$ cat config.mk
export PLATFORM = sky130hd
export DESIGN_NAME = gate_event_counter_flat
export DESIGN_NICKNAME = d
export VERILOG_FILES = /design/src/rtl/gate_cnt_pkg.sv /design/src/rtl/gate_event_counter_if.sv /design/src/rtl/result_fifo.sv /design/src/rtl/gate_event_counter.sv /design/src/flat_wrapper.sv
export SDC_FILE = /design/constraint.sdc
export NUM_CORES = 1
export LEC_CHECK = 0
export ABC_AREA = 1
export CORE_MARGIN = 5
export CORE_UTILIZATION = 30
export DETAILED_ROUTE_END_ITERATION = 10
export PLACE_DENSITY = 0.53
export SKIP_CTS_REPAIR_TIMING = 1
export SYNTH_ARGS = -nofsm -noshare
export SYNTH_HDL_FRONTEND = slang
export SYNTH_HIERARCHICAL = 1
export SYNTH_SLANG_ARGS = --single-unit
$ cat constraint.sdc
create_clock -name clk -period 4 [get_ports clk]
set_input_delay 0.8 -clock clk [delete_from_list [all_inputs] [get_ports clk]]
set_output_delay 0.8 -clock clk [all_outputs]
set_load 0.005 [all_outputs]
$ cat src/rtl/gate_cnt_pkg.sv
// Shared types and default widths for the gate event counter and its result FIFO.
package gate_cnt_pkg;

  localparam int CNT_W_DEF  = 16;
  localparam int DEPTH_DEF  = 4;
  localparam int DROP_W_DEF = 8;

  typedef enum logic [1:0] {
    IDLE,
    ARMED,
    COUNT,
    HOLD
  } gc_state_e;

  typedef struct packed {
    logic                 ovf;
    logic [CNT_W_DEF-1:0] count;
  } gc_result_t;

endpackage

$ cat src/rtl/gate_event_counter_if.sv
// Valid/ready result stream from the gate event counter to the readout logic.
interface gate_event_counter_if
  import gate_cnt_pkg::*;
#(
  parameter int CNT_W = CNT_W_DEF
);
  logic [CNT_W-1:0] res_data;
  logic             res_ovf;
  logic             res_valid;
  logic             res_ready;

  modport master (
    output res_data,
    output res_ovf,
    output res_valid,
    input  res_ready
  );

  modport slave (
    input  res_data,
    input  res_ovf,
    input  res_valid,
    output res_ready
  );
endinterface

$ cat src/rtl/result_fifo.sv
// Synchronous result FIFO with a registered head; a push alongside a pop is
// always accepted, even when full.
module result_fifo
  import gate_cnt_pkg::*;
#(
  parameter type T     = gc_result_t,
  parameter int  DEPTH = DEPTH_DEF
) (
  input  logic clk,
  input  logic rst,
  input  logic push,
  input  T     push_data,
  input  logic pop,
  output T     head,
  output logic valid,
  output logic full
);
  localparam int AW = $clog2(DEPTH);
  localparam logic [AW:0] FULL_LVL = (AW+1)'(DEPTH);

  T              mem [DEPTH];
  T              head_reg, head_next;
  logic [AW-1:0] wr_ptr_reg, rd_ptr_reg, rd_ptr_next;
  logic [AW:0]   level_reg, level_kept, level_next;
  logic          pop_acc, push_acc;

  assign pop_acc     = pop & (level_reg != '0);
  assign full        = (level_reg == FULL_LVL);
  assign push_acc    = push & (~full | pop_acc);
  assign rd_ptr_next = rd_ptr_reg + AW'(pop_acc);
  assign level_kept  = level_reg - (AW+1)'(pop_acc);
  assign level_next  = level_kept + (AW+1)'(push_acc);

  // Head shows the oldest surviving entry; an empty FIFO forwards the write.
  always_comb begin
    head_next = head_reg;
    if (level_kept != '0) begin
      head_next = mem[rd_ptr_next];
    end else if (push_acc) begin
      head_next = push_data;
    end
  end

  always_ff @(posedge clk) begin
    if (push_acc) begin
      mem[wr_ptr_reg] <= push_data;
    end
  end

  always_ff @(posedge clk) begin
    if (!rst) begin
      wr_ptr_reg <= '0;
      rd_ptr_reg <= '0;
      level_reg  <= '0;
      head_reg   <= '0;
    end else begin
      wr_ptr_reg <= wr_ptr_reg + AW'(push_acc);
      rd_ptr_reg <= rd_ptr_next;
      level_reg  <= level_next;
      head_reg   <= head_next;
    end
  end

  assign head  = head_reg;
  assign valid = (level_reg != '0);

endmodule

$ cat src/rtl/gate_event_counter.sv
// Counts rising event edges per gate window and queues one {ovf, count} result
// per completed window for a valid/ready consumer.
module gate_event_counter
  import gate_cnt_pkg::*;
#(
  parameter int CNT_W  = CNT_W_DEF,
  parameter int DEPTH  = DEPTH_DEF,
  parameter int DROP_W = DROP_W_DEF
) (
  input  logic                 clk,
  input  logic                 rst,
  input  logic                 ena,
  input  logic                 sync,
  input  logic                 gate,
  input  logic                 done,
  input  logic                 evt_in,
  gate_event_counter_if.master res,
  output logic                 busy,
  output logic [DROP_W-1:0]    drop_cnt
);
  typedef struct packed {
    logic             ovf;
    logic [CNT_W-1:0] count;
  } res_t;

  localparam logic [CNT_W-1:0]  CNT_MAX  = '1;
  localparam logic [DROP_W-1:0] DROP_MAX = '1;

  gc_state_e         state_reg, state_next;
  logic [CNT_W-1:0]  cnt_reg, cnt_next, cnt_inc;
  logic              ovf_reg, ovf_next, ovf_inc;
  logic              evt_prev_reg, busy_reg, evt_edge;
  logic [DROP_W-1:0] drop_reg;
  logic              push, pop, fifo_valid, fifo_full;
  res_t              push_data, head;

  assign evt_edge = evt_in & ~evt_prev_reg;

  // Saturating increment; edges past the maximum only set the sticky flag.
  always_comb begin
    cnt_inc = cnt_reg;
    ovf_inc = ovf_reg;
    if (evt_edge) begin
      if (cnt_reg == CNT_MAX) begin
        ovf_inc = 1'b1;
      end else begin
        cnt_inc = cnt_reg + 1'b1;
      end
    end
  end

  // done outranks sync, which outranks gate, in every state.
  always_comb begin
    state_next = state_reg;
    cnt_next   = cnt_reg;
    ovf_next   = ovf_reg;
    push       = 1'b0;
    push_data  = '{ovf: ovf_reg, count: cnt_reg};
    if (ena) begin
      case (state_reg)
        IDLE: begin
          if (sync) begin
            state_next = ARMED;
            cnt_next   = '0;
            ovf_next   = 1'b0;
          end
        end
        ARMED: begin
          if (done) begin
            push       = 1'b1;
            push_data  = '{ovf: 1'b0, count: '0};
            state_next = IDLE;
          end else if (sync) begin
            cnt_next = '0;
            ovf_next = 1'b0;
          end else if (gate) begin
            state_next = COUNT;
          end
        end
        COUNT: begin
          if (done) begin
            push       = 1'b1;
            push_data  = '{ovf: ovf_inc, count: cnt_inc};
            state_next = IDLE;
          end else if (sync) begin
            cnt_next   = '0;
            ovf_next   = 1'b0;
            state_next = ARMED;
          end else begin
            cnt_next = cnt_inc;
            ovf_next = ovf_inc;
            if (!gate) begin
              state_next = HOLD;
            end
          end
        end
        HOLD: begin
          if (done) begin
            push       = 1'b1;
            state_next = IDLE;
          end
        end
        default: state_next = IDLE;
      endcase
    end
  end

  always_ff @(posedge clk) begin
    if (!rst) begin
      state_reg    <= IDLE;
      cnt_reg      <= '0;
      ovf_reg      <= 1'b0;
      evt_prev_reg <= 1'b0;
      busy_reg     <= 1'b0;
      drop_reg     <= '0;
    end else begin
      state_reg    <= state_next;
      cnt_reg      <= cnt_next;
      ovf_reg      <= ovf_next;
      evt_prev_reg <= evt_in;
      busy_reg     <= (state_next != IDLE);
      if (push & fifo_full & ~pop & (drop_reg != DROP_MAX)) begin
        drop_reg <= drop_reg + 1'b1;
      end
    end
  end

  result_fifo #(
    .T     (res_t),
    .DEPTH (DEPTH)
  ) u_fifo (
    .clk       (clk),
    .rst       (rst),
    .push      (push),
    .push_data (push_data),
    .pop       (pop),
    .head      (head),
    .valid     (fifo_valid),
    .full      (fifo_full)
  );

  assign pop           = fifo_valid & res.res_ready;
  assign res.res_valid = fifo_valid;
  assign res.res_data  = head.count;
  assign res.res_ovf   = head.ovf;
  assign busy          = busy_reg;
  assign drop_cnt      = drop_reg;

endmodule

$ cat src/flat_wrapper.sv
// flat-port wrapper written by rule: the top's interface ports become plain ports
module gate_event_counter_flat import gate_cnt_pkg::*;
#(
  parameter int CNT_W  = CNT_W_DEF,
  parameter int DEPTH  = DEPTH_DEF,
  parameter int DROP_W = DROP_W_DEF
)
  (clk, rst, ena, sync, gate, done, evt_in, busy, drop_cnt, res_res_data, res_res_ovf, res_res_valid, res_res_ready);
  gate_event_counter_if #(.CNT_W(CNT_W)) res_i ();
  input  logic clk;
  input  logic rst;
  input  logic ena;
  input  logic sync;
  input  logic gate;
  input  logic done;
  input  logic evt_in;
  output logic busy;
  output logic [DROP_W-1:0] drop_cnt;
  output wire logic [$bits(res_i.res_data)-1:0] res_res_data;
  output wire logic [$bits(res_i.res_ovf)-1:0] res_res_ovf;
  output wire logic [$bits(res_i.res_valid)-1:0] res_res_valid;
  input wire logic [$bits(res_i.res_ready)-1:0] res_res_ready;
  assign res_res_data = res_i.res_data;
  assign res_res_ovf = res_i.res_ovf;
  assign res_res_valid = res_i.res_valid;
  assign res_i.res_ready = res_res_ready;
  gate_event_counter #(.CNT_W(CNT_W), .DEPTH(DEPTH), .DROP_W(DROP_W)) u_core (.clk(clk), .rst(rst), .ena(ena), .sync(sync), .gate(gate), .done(done), .evt_in(evt_in), .res(res_i), .busy(busy), .drop_cnt(drop_cnt));
endmodule
==> Word level (Yosys, flattened, before mapping) <==
Memories as Yosys holds them, arrays and structs flattened.
Index checks and enable logic that the tools add are counted.
{ "classes": {"add_sub_neg": 6, "n_eq_ne": 8, "n_mux": 35, "n_bitwise": 11, "reduce_logical": 8} }
{ "ops": {"columns": ["cell", "n"], "rows": [
  ["$mux W16", 6],
  ["$mux W17", 5],
  ["$pmux W16 S3", 1],
  ["$pmux W17 S2", 1],
  ["$mux W2", 9],
  ["$add A16 B1 Y16 const B", 1],
  ["$eq A16 B16 Y1 const B", 1],
  ["$mux W1", 11],
  ["$reduce_bool A3 Y1", 3],
  ["$add A8 B1 Y8 const B", 1],
  ["$ne A8 B8 Y1 const B", 1],
  ["$pmux W2 S4", 1],
  ["$and A1 B1 Y1", 7],
  ["$add A2 B1 Y2", 2],
  ["$eq A2 B2 Y1 const B", 2],
  ["$ne A2 B2 Y1 const B", 2],
  ["$reduce_and A4 Y1", 1],
  ["$reduce_bool A2 Y1", 2],
  ["$add A3 B1 Y3", 1],
  ["$eq A3 B3 Y1 const B", 1],
  ["$not A1 Y1", 3],
  ["$pmux W1 S3", 1],
  ["$reduce_or A3 Y1", 1],
  ["$sub A3 B1 Y3", 1],
  ["other kinds (3)", 3]
]} }
{ "word_totals": {"regBits": 53, "mem_bits_rw": 68, "input_bits": 8, "output_inout_bits": 27, "wordCells": 80, "memories": 1} }
{ "memory_table": {"columns": ["memory", "words", "word_bits", "rd", "rd_ports_with_merged_regs", "write_ports", "line_no", "source"], "rows": [
  ["u_core.u_fifo.mem", 4, 17, 1, 0, 1, "result_fifo.sv:21", "T mem [DEPTH];"]
]} }

==> Depth between registers and ports, before layout <==
{ "logic_depth": {"depth_word": 8, "mapped_depth": 19, "ltp_nobuf": 18} }

==> Hierarchy <==
Netlist, hierarchy kept.
{ "by_module_without_submodules": {"columns": ["mod", "instances", "cells_per_inst", "area_each_um2"], "rows": [
  ["result_fifo", 1, 455, 4088.9],
  ["gate_event_counter", 1, 424, 2432.3]
]} }

==> Least setup slack after synthesis <==
Ideal clock, no wire load.
{ "synth_timing": {"kind": "in2reg", "startpoint": "input port done", "endpoint": "memory u_core/u_fifo/mem[0][0] (netlist name), enable pin", "setup_time_ns": 0.413, "t_arrival_ns": 2.555, "setup_slack_ns": 1.032, "path_stages": 6, "path_cell_list": "buf_2 -> nand3_1 -> inv_1 -> nand2_1 -> buf_2 -> nor3_1"} }
{ "synth_between": {"elab_chain_cells": 6} }
{ "synth_rtl": {"columns": ["item", "line_no", "source"], "rows": [
  ["start, declared", "flat_wrapper.sv:15", "input logic done;"],
  ["$mux W1", "gate_event_counter.sv:69, gate_event_counter.sv:81, gate_event_counter.sv:98", null],
  ["$mux W1", null, null],
  ["$mux W1", "gate_event_counter.sv:59", "if (ena) begin"],
  ["named net u_core.push", "gate_event_counter.sv:34", "logic push, pop, fifo_valid, fifo_full;"],
  ["$and A1 B1 Y1", "result_fifo.sv:29", "assign push_acc = push & (~full | pop_acc);"],
  ["$mux W1", "result_fifo.sv:45", "if (push_acc) begin"],
  ["$mux W1 (not written as such)", "result_fifo.sv:46", "mem[wr_ptr_reg] <= push_data;"],
  ["end, declared", "result_fifo.sv:21", null]
]} }
The timed path passes the listed nets, and every way through them passes these cells.

==> Final worst setup path <==
{ "layout_timing": {"startpoint": "input port done", "endpoint": "register u_core.u_fifo.level_reg[2]"} }
{ "layout_between": {"elab_chain_cells": 5} }
{ "layout_rtl": {"columns": ["item", "line_no", "source"], "rows": [
  ["$mux W1", "gate_event_counter.sv:69, gate_event_counter.sv:81, gate_event_counter.sv:98", null],
  ["$mux W1", null, null],
  ["$mux W1", "gate_event_counter.sv:59", null],
  ["named net u_core.push", "gate_event_counter.sv:34", null],
  ["$and A1 B1 Y1", "result_fifo.sv:29", null],
  ["$add A3 B1 Y3", "result_fifo.sv:32", "assign level_next = level_kept + (AW+1)'(push_acc);"],
  ["end signal, assigned", "result_fifo.sv:59", "level_reg <= level_next;"],
  ["end, declared", "result_fifo.sv:24", "logic [AW:0] level_reg, level_kept, level_next;"]
]} }
The timed path passes the listed nets, and every way through them passes these cells.
A chain may end at the register's enable or synchronous reset.

==> flow_summary.json <==
{
  "largest_reg_flops": 68,
  "synth_nets": 899,
  "wirelength_um": 15930,
  "crit_fanout": 19,
  "place_hpwl_um": 10590,
  "slew_viol_final": 0,
  "holdPathStages": 2,
  "startpoint_type": "input port",
  "wl_met3_um": 709,
  "wl_met2_um": 6981,
  "ys_types": 32,
  "nNetsFinal": 933,
  "path_class": "in2reg",
  "antenna_found_initial": 0,
  "p_seq_frac": 0.442,
  "grt_pass1_wl_um": 26030,
  "initial_core_util": 0.3016,
  "portBuffers": 34,
  "final_common_cell": "nand2_1",
  "overflow": 0,
  "tns_ps": 0,
  "coreArea_mm2": 0.02162,
  "cts_tree": "yes",
  "combPwrFrac": 0.051,
  "synth-seq-cells": 121,
  "cp.required_ps": 4350,
  "p_int_mw": 2.323,
  "syn_to_final_growth_pct": 18.55,
  "gp_routability_congestion": 0.8119,
  "post-route-worst-setup-slack_ps": 1064,
  "final_cell_mix": "nand2_1 (385), inv_1 (103), edfxtp_1 (68)",
  "insertion_delay_ps": 420,
  "pin_count": 35,
  "vias_per_cell": 4.412,
  "arrival_ps": 3290,
  "grt_pass1_vias": 4829,
  "cts_buffers": 17,
  "grt_start_max_net_pins": 36,
  "yosysSeqAreaShare": 0.4758,
  "wl_per_cell_um": 13.21,
  "track_usage": 0.1329,
  "drtAntennaViolNets": 0,
  "hold_viol": 0,
  "switchingPower_uw": 686.3,
  "regArea_mm2": 0.003103,
  "drive_gt1_frac": 0.09287,
  "fin_skew_ps": 9.552,
  "firstDrtPassIters": 4,
  "min_path_type": "reg2reg",
  "finalSetupViolCount": 0,
  "die-area_mm2": 0.02479,
  "wl_met1_um": 8054,
  "fp.dieW_um": 157.4,
  "clock_path_buffers": 2,
  "cts.sinks": 121,
  "pwr_density_cell_mw_per_mm2": 389.3,
  "critPathCaptureType": "register",
  "pwr-share-clk": 0.507,
  "topRoutingLayerUsed": "met4",
  "max_slew_margin": 0.5696,
  "worstMarginPinSlew_ps": 644.7,
  "cts_max_level": 4,
  "die_y_um": 157.4,
  "synth_warnings": 6,
  "multi_input_area_mm2": 0.002805,
  "syn_avg_cell_area_um2": 7.419,
  "rows": 54,
  "reg2reg_depth": 12,
  "post-place-ws_ps": 615.0,
  "syn-instance-count": 879,
  "peakVddDrop_mv": 0.3009,
  "nFillCells": 2303,
  "final.period_utilization": 0.7339,
  "cts-root-buf": "clkbuf_16",
  "diodes": 0,
  "fmax_mhz": 340.6,
  "vias": 5321,
  "period_needed_ps": 2936,
  "drcViolationCount": 0,
  "status": "completed",
  "syn_area_mm2": 0.006521,
  "clk_pin_slew_ps": 60,
  "p_sw_frac": 0.2280,
  "cap_viol_max_count": 0,
  "drtIter0Drc": 327,
  "power_leakage_nw": 3.480,
  "rsz0062_at_grt": "no"
}
[critical path, cell delays in order]
cell and delay, ps:
clkdlybuf4s50_1 850, nand3_1 260, inv_1 100, nand2_1 150
buf_4 250, inv_2 290, ha_1 220, ha_1 150
o21ai_0 80, a21oi_1 130
[cell type report]
| type | count | area share |
|---|---|---|
| clock buffers | 22 | 0.06830 |
| clock inverters | 10 | 0.009710 |
| inverters | 111 | 0.05422 |
| multi-input cells | 615 | 0.3628 |
| flip-flops and latches | 121 | 0.4014 |
| well taps | 280 | 0.04531 |
| repair buffers | 47 | 0.05826 |
[per-layer routing]
| metal | GRT usage | vias up |
|---|---|---|
| li1 | - | 2823 |
| met1 | 0.1891 | 2392 |
| met2 | 0.2001 | 95 |
| met3 | 0.03107 | 11 |
| met4 | 0.04179 | 0 |
| met5 | 0 | - |
[power groups by stage]
stage	Combinational (mW)	Clock (mW)	Sequential [mW]
floorplan	0.0975	0	1.35
global placement	0.154	0	1.36
detailed placement	0.154	0	1.36
CTS	0.155	1.56	1.33
global route	0.173	1.62	1.33
finish	0.153	1.53	1.33
[synthesized netlist by cell type]
library cell / instances / share of area
nand3_2: 9 / 0.014
o21ai_1: 2 / 0.0015
nand2_4: 1 / 0.0017
nand2_2: 10 / 0.0096
o21bai_1: 2 / 0.0023
xor2_1: 4 / 0.0054
buf_2: 12 / 0.0092
inv_4: 1 / 0.00096
nand4_4: 1 / 0.0033
nand4_1: 3 / 0.0029
buf_1: 3 / 0.0017
dfxtp_1: 53 / 0.16
buf_4: 3 / 0.0035
inv_1: 103 / 0.059
inv_2: 7 / 0.0040
nor3_1: 8 / 0.0061
buf_6: 9 / 0.016
nor2_1: 48 / 0.028
nor2_4: 1 / 0.0017
nand3_1: 60 / 0.046
xnor2_1: 2 / 0.0027
a21oi_1: 43 / 0.033
nor2_8: 1 / 0.0031
nand2_1: 385 / 0.22
o211ai_1: 2 / 0.0023
a21oi_2: 1 / 0.0013
clkbuf_1: 5 / 0.0029
nand3_4: 1 / 0.0027
nor2_2: 4 / 0.0038
ha_1: 12 / 0.023
o21ai_0: 15 / 0.012
edfxtp_1: 68 / 0.31
[final timing paths]
| path | from | end | slack [ps] |
|---|---|---|---|
| min reg2reg | u_core/drop_cnt[7]$_SDFFE_PN0P_ | u_core/drop_cnt[7]$_SDFFE_PN0P_ | 490 |
| max reg2reg | u_core/state_reg[1]$_SDFF_PN0_ | u_core/u_fifo/level_reg[2]$_SDFF_PN0_ | 1520 |
| max | done | u_core/u_fifo/level_reg[2]$_SDFF_PN0_ | 1060 |
| min | u_core/drop_cnt[7]$_SDFFE_PN0P_ | u_core/drop_cnt[7]$_SDFFE_PN0P_ | 490 |
[stage by stage]
step	power [mW]	area (µm²)	util	hold WS (ps)	std cells
5_1_grt	3.125	7731	0.3576	508.6	1206
3_5_place_dp	1.510	7128	0.3297	482.1	1174
3_3_place_gp	1.510	7128	0.3297	484.6	1174
2_1_floorplan	1.452	6521	-	474.0	879
6_report	3.010	7731	0.3576	488.5	1206
4_1_cts	3.047	7731	0.3576	493.8	1206
[cells by family (layout without fill, tap and decap cells)]
logic type                 count (synthesis)  after routing  synth area share
AOI/OAI and AO/OA                         65             65           0.05199
buffers and inverters                    143            190           0.09709
DFF                                      121            121            0.4758
xor gates and xnor gates                   6              6          0.008058
adders and majority gates                 12             12           0.02302
and+or+nand+nor                          532            532            0.3440
(Power assumes the default switching activity.)
